===== config.mk =====
export PLATFORM = sky130hd
export DESIGN_NAME = updown_counter_n_flat
export DESIGN_NICKNAME = d
export VERILOG_FILES = /design/src/rtl/updown_counter_n_pkg.sv /design/src/rtl/updown_counter_n_if.sv /design/src/rtl/updown_counter_n.sv /design/src/flat_wrapper.sv
export SDC_FILE = /design/constraint.sdc
export NUM_CORES = 1
export LEC_CHECK = 0
export CAP_MARGIN = 20
export CORE_AREA = 2 2 39 41
export CTS_CLUSTER_SIZE = 28
export DETAILED_ROUTE_END_ITERATION = 7
export DIE_AREA = 0 0 41 43
export SYNTH_ARGS = -nofsm -noshare
export SYNTH_HDL_FRONTEND = slang
export SYNTH_SLANG_ARGS = --single-unit

===== constraint.sdc =====
create_clock -name cp -period 1.3 [get_ports cp]
set_input_delay 0.195 -clock cp [delete_from_list [all_inputs] [get_ports cp]]
set_output_delay 0.195 -clock cp [all_outputs]
set_load 0.05 [all_outputs]

===== src/rtl/updown_counter_n_pkg.sv =====
// Shared definitions for the N-bit modulo-M up/down counter: direction
// encoding and the next-count function (also usable by reference models).
package updown_pkg;

    typedef enum logic {
        DIR_UP   = 1'b0,
        DIR_DOWN = 1'b1
    } dir_t;

    localparam int unsigned MAX_WIDTH = 16;

    // Operands are widened to MAX_WIDTH so one function serves every WIDTH.
    function automatic logic [MAX_WIDTH-1:0] next_count(
        input logic [MAX_WIDTH-1:0] q,
        input logic                 x,
        input int unsigned          modulus,
        input logic                 sat
    );
        logic [MAX_WIDTH-1:0] top;
        top = MAX_WIDTH'(modulus - 1);
        if (x == DIR_UP) begin
            if (q == top) next_count = sat ? top : '0;
            else          next_count = q + MAX_WIDTH'(1);
        end else begin
            if (q == '0)  next_count = sat ? '0 : top;
            else          next_count = q - MAX_WIDTH'(1);
        end
    endfunction

endpackage


===== src/rtl/updown_counter_n_if.sv =====
// Control/status bundle of the up/down counter; master drives the controls.
interface updown_counter_n_if #(
    parameter int unsigned WIDTH = 4
);
    logic             en;
    logic             x;
    logic             load;
    logic [WIDTH-1:0] d;
    logic [WIDTH-1:0] q;
    logic             tc;
    logic             wrap;
    logic             dir_q;

    modport master (output en, x, load, d, input q, tc, wrap, dir_q);
    modport slave  (input en, x, load, d, output q, tc, wrap, dir_q);
endinterface


===== src/rtl/updown_counter_n.sv =====
// N-bit modulo-M up/down counter, state changes on the falling edge of cp.
// Define UPDOWN_COUNTER_SATURATE_EN to saturate at the limits instead of wrapping.
module updown_counter_n
    import updown_pkg::*;
#(
    parameter int unsigned WIDTH   = 4,
    parameter int unsigned MODULUS = 16
) (
    input  logic              cp,
    input  logic              rst,
    updown_counter_n_if.slave bus
);

    if (WIDTH < 2 || WIDTH > MAX_WIDTH || MODULUS < 2 || MODULUS > (32'd1 << WIDTH)) begin : g_bad_param
        $error("updown_counter_n: illegal WIDTH=%0d / MODULUS=%0d", WIDTH, MODULUS);
    end

`ifdef UPDOWN_COUNTER_SATURATE_EN
    localparam logic SAT = 1'b1;
`else
    localparam logic SAT = 1'b0;
`endif

    localparam logic [WIDTH-1:0] TOP = WIDTH'(MODULUS - 1);

    logic [WIDTH-1:0]     q_r;
    logic                 wrap_r;
    logic                 dir_r;
    logic                 at_limit;
    logic [WIDTH-1:0]     load_val;
    logic [MAX_WIDTH-1:0] step_wide;
    logic [WIDTH-1:0]     step_val;

    always_comb begin
        at_limit  = (bus.x == DIR_DOWN) ? (q_r == '0) : (q_r == TOP);
        load_val  = (bus.d > TOP) ? TOP : bus.d;
        step_wide = next_count(MAX_WIDTH'(q_r), bus.x, MODULUS, SAT);
        step_val  = step_wide[WIDTH-1:0];
    end

    always_ff @(negedge cp) begin
        if (rst) begin
            q_r    <= '0;
            wrap_r <= 1'b0;
            dir_r  <= DIR_UP;
        end else if (bus.load) begin
            q_r    <= load_val;
            wrap_r <= 1'b0;
        end else if (bus.en) begin
            // A step taken at the limit is exactly a wrap unless saturating.
            q_r    <= step_val;
            dir_r  <= bus.x;
            wrap_r <= ~SAT & at_limit;
        end else begin
            wrap_r <= 1'b0;
        end
    end

    assign bus.q     = q_r;
    assign bus.wrap  = wrap_r;
    assign bus.dir_q = dir_r;
    assign bus.tc    = bus.en & at_limit;

endmodule

===== src/flat_wrapper.sv =====
// flat-port wrapper written by rule: the top's interface ports become plain ports
module updown_counter_n_flat import updown_pkg::*;
#(
    parameter int unsigned WIDTH   = 4,
    parameter int unsigned MODULUS = 16
)
  (cp, rst, bus_en, bus_x, bus_load, bus_d, bus_q, bus_tc, bus_wrap, bus_dir_q);
  updown_counter_n_if #(.WIDTH(WIDTH)) bus_i ();
  input  logic cp;
  input  logic rst;
  input wire logic [$bits(bus_i.en)-1:0] bus_en;
  input wire logic [$bits(bus_i.x)-1:0] bus_x;
  input wire logic [$bits(bus_i.load)-1:0] bus_load;
  input wire logic [$bits(bus_i.d)-1:0] bus_d;
  output wire logic [$bits(bus_i.q)-1:0] bus_q;
  output wire logic [$bits(bus_i.tc)-1:0] bus_tc;
  output wire logic [$bits(bus_i.wrap)-1:0] bus_wrap;
  output wire logic [$bits(bus_i.dir_q)-1:0] bus_dir_q;
  assign bus_i.en = bus_en;
  assign bus_i.x = bus_x;
  assign bus_i.load = bus_load;
  assign bus_i.d = bus_d;
  assign bus_q = bus_i.q;
  assign bus_tc = bus_i.tc;
  assign bus_wrap = bus_i.wrap;
  assign bus_dir_q = bus_i.dir_q;
  updown_counter_n #(.WIDTH(WIDTH), .MODULUS(MODULUS)) u_core (.cp(cp), .rst(rst), .bus(bus_i));
endmodule

After elaboration in Yosys (flattened, before gate mapping) --
Index checks and enable logic that the tools add are counted.
Cells by class: muxes and demuxes 7, reduce and logical (&&, ||, !) cells 4, shift operators 0, $lt $le $gt $ge 1, equality and inequality tests 1, multiply operators 0, divide/modulo/power cells 0, bitwise gates (word level) 3, $add $sub $neg 2
Operators with widths (number):
- $mux 4 | 6
- $add 4x1->4 const B | 1
- $eq 4x4->1 const B | 1
- $gt 4x4->1 const B | 1
- $logic_not 4->1 | 1
- $sub 4x1->4 const B | 1
- $reduce_or 3->1 | 1
- $not 1->1 | 2
- $reduce_and 2->1 | 1
- $reduce_bool 2->1 | 1
- $and 1x1->1 | 1
- $mux 1 | 1
Storage, ports and cells: word-level logic and storage cells 21, bits of input ports 9, register bits after elaboration 6, memories kept 0, ROM bits 0, output and inout port bits 7, RAM bits 0, bits in latches 0

Longest topological paths before layout --
word-level depth 5, mapped depth 6, depth with buffers taken out 6

==> results.tsv <==
metric	value	unit
crit path cell chain	ha_4 -> nand4b_1 -> buf_4 -> a21boi_4 -> buf_12	
routability cong.	0.837	
area of the multi-input gates	357	um2
share of the yosys chip area belonging to registers	29.8	%
RR Startpoint	u_core.bus.q[2]$_SDFFE_NP0P_	
Port-buffer cells	15	
I/O pin total	16	
drt pass-1 iters	4	
Synth area leader	dfxtp_1	
hold path depth	2	
Worst path max stage delay	380	ps
# diodes	0	
Tot Pwr	0.000857	W
Mapped Area	403	um2
R2R depth	5	
Seq cells post-synth	6	
yosys warns	0	
vias per inst	4.92	
Post-route DRC	0	
Detail Route Antenna Nets	0	
layout cell share with drive strength beyond 1	65.0	%
Tightest Pin Transition	278	ps
startpoint types	flip-flop	
worst hold slack	486	ps
DP Cell Count	94	
vias in the first global route	582	
Die Ht	43	um
static leakage	0.463	nW
fin. max-slew vios	0	
Global Route Usage Sum	20.8	%
row cnt	14	
Sink Count	6	
Die Wd	41	um
PnR worst setup slack	-1000	ps
ranking of synthesized cells by area	dfxtp_1, a21oi_1, ha_1, a211oi_1, inv_1	
post-synth net total	60	
syn_area_per_cell	8.22	um2
detailed-route via count	571	
violated checks	negative setup slack	
first-pass GRT wire length	2.48	mm
Slew headroom	81.2	%
Max-Cap Viols	0	
final WL	1.54	mm
Nets	113	
Worst Hold End	u_core.bus.dir_q$_SDFFE_NP0P_	
Initial Util	29.1	%
number of flops mapped to enable cells by yosys	0	
Hold Path Origin	u_core.bus.dir_q$_SDFFE_NP0P_	
CTS root buf	clkbuf_4	
gate count after technology mapping	49	
asr flop ratio synth	0	%
fillers	97	
hold buffer count at CTS	0	
TritonCTS buffer count	3	
Final Setup Violations	13	
GR Overflow Total	0	
CP max stage cell	dfxtp_4	
clk_lat worst skew	320	ps
Max VDD drop	0.546	mV
CP endpoint kind	output port	
Wirelength per Cell	13.3	um
CTS H-tree depth	1	
fin cells	116	
hold crit path type	reg -> reg	
share of Yosys cell area claimed by the top area cell type	29.8	%
Worst-path clk slew	30	ps
PD cells	807	nW/um2
CP required	1110	ps
clk buf depth	2	
largest net degree at the start of global routing	9	
worst flop-to-flop path endpoint	u_core.bus.q[3]$_SDFFE_NP0P_	
RSZ-0062 raised after global routing	yes	
WP data arrival	2110	ps
crit path max fanout	3	
path type of the worst setup path	reg -> out	
clock skew after layout	17.1	ps
Floorplan Core Area	1380	um2
Hold Violations, Final	0	
dpl hpwl	962	um
Reg area	140	um2
worst reg-to-reg setup slack	-230	ps
status	complete, but fails checks	
CTS tree	built	
Synth Flop Type	dfxtp_1	
First DRT Iteration DRCs	9	
final core utilization	76.7	%
antenna violations before repair	0	
Synth cell types	25	
Area Overhead vs Synth	163	%
DIE AREA	1760	um2
==> through the flow <==
stage	TNS, ps	setup WS (ps)	cell area (um2)
2_1_floorplan	-1880	-733	482
3_3_place_gp	-6220	-898	820
3_5_place_dp	-6220	-934	820
4_1_cts	-4210	-970	1010
5_1_grt	-4600	-1060	1060
6_report	-4220	-1000	1060
==> placed cells by master, fill, tap and decap left out <==
cell type,instances
a211o_1,1
dfxtp_2,1
nand4bb_4,1
buf_8,1
a21oi_2,1
nand3_2,1
mux2_4,1
nor4b_1,1
ha_4,2
xnor2_4,1
nand2_1,1
and2b_1,1
clkdlybuf4s50_1,4
a31oi_1,1
clkbuf_4,3
a21oi_1,6
buf_12,7
a21boi_4,1
or4_1,1
and2b_2,1
buf_2,1
nor2_1,2
xnor2_1,1
a211oi_2,2
or2b_4,1
buf_6,12
dfxtp_4,5
a211oi_1,1
nand3_1,1
inv_1,8
buf_4,18
dlygate4sd2_1,1
inv_4,2
nor3b_1,1
nand2_2,3
nor3_1,1
o21ai_0,1
nand4b_1,1
o21a_1,1
==> routing by layer <==
metal | track usage (%) | vias to the layer above | wire, um
met5 | 0 | - | 0
met4 | 4.67 | 0 | 0
met3 | 6.28 | 0 | 128
met1 | 25.0 | 262 | 605
met2 | 34.4 | 29 | 807
li1 | - | 280 | -
==> layout make-up <==
type                            count  area share [%]
Tap cell                           16            1.89
Inverter                            4            1.89
Timing Repair Buffer               44            45.2
Sequential cell                     6            13.2
Clock inverter                      6            2.12
Multi-Input combinational cell     37            33.6
Clock buffer                        3            2.12
==> report_power, final <==
part           switching (W)  internal (W)
Combinational       0.000160      0.000226
Sequential         0.0000175      0.000196
Clock               0.000127      0.000130
Total               0.000304      0.000553
==> state kept, by name (all words and copies together) (netlist names) <==
name and cells:
u_core.bus.dir_q 1, u_core.bus.wrap 1, u_core.bus.q 4
==> Yosys cell counts (2+ instances only) <==
| library cell | count |
|---|---|
| dfxtp_1 | 6 |
| nand3_1 | 2 |
| xnor2_1 | 2 |
| inv_1 | 5 |
| ha_1 | 2 |
| a21oi_1 | 7 |
| nand2_1 | 4 |
| nor2_1 | 2 |
| a211oi_1 | 3 |
==> worst max-delay path by stage <==
stage | start | end | slack (ps)
finish | u_core.bus.q[0]$_SDFFE_NP0P_ | bus_tc | -1000
global route | u_core.bus.q[1]$_SDFFE_NP0P_ | bus_tc | -1060
CTS | u_core.bus.q[1]$_SDFFE_NP0P_ | bus_tc | -970
detailed placement | bus_en | u_core.bus.q[3]$_SDFFE_NP0P_ | -930
global placement | bus_en | u_core.bus.q[3]$_SDFFE_NP0P_ | -900
floorplan | u_core.bus.q[1]$_SDFFE_NP0P_ | bus_tc | -730
==> worst max-delay path: cells and delay by family, from the launching register on <==
kind	cells	cell delay [ps]
AOI/OAI and AO/OA	1	160
adders and majority gates	1	140
buffers and inverters	2	330
DFF	1	380
and+or+nand+nor	1	140
==> what timing repair did <==
action,4_1_cts,5_1_grt
resized for setup,34,8
pin swaps,16,8
endpoints found under the setup margin,13,13
buffers inserted,21,6
==> cells by family (layout without fill, tap and decap cells) <==
kind of cell / count (synthesis) / in the layout / synth area share [%]
simple gates: 17 / 17 / 26.4
buf+inv: 6 / 57 / 7.45
mux: 1 / 1 / 2.79
flops: 6 / 6 / 29.8
compound gates: 15 / 15 / 23.0
fa+ha+maj: 2 / 2 / 6.21
xor+xnor: 2 / 2 / 4.35
Power figures use the tool's default switching activity.
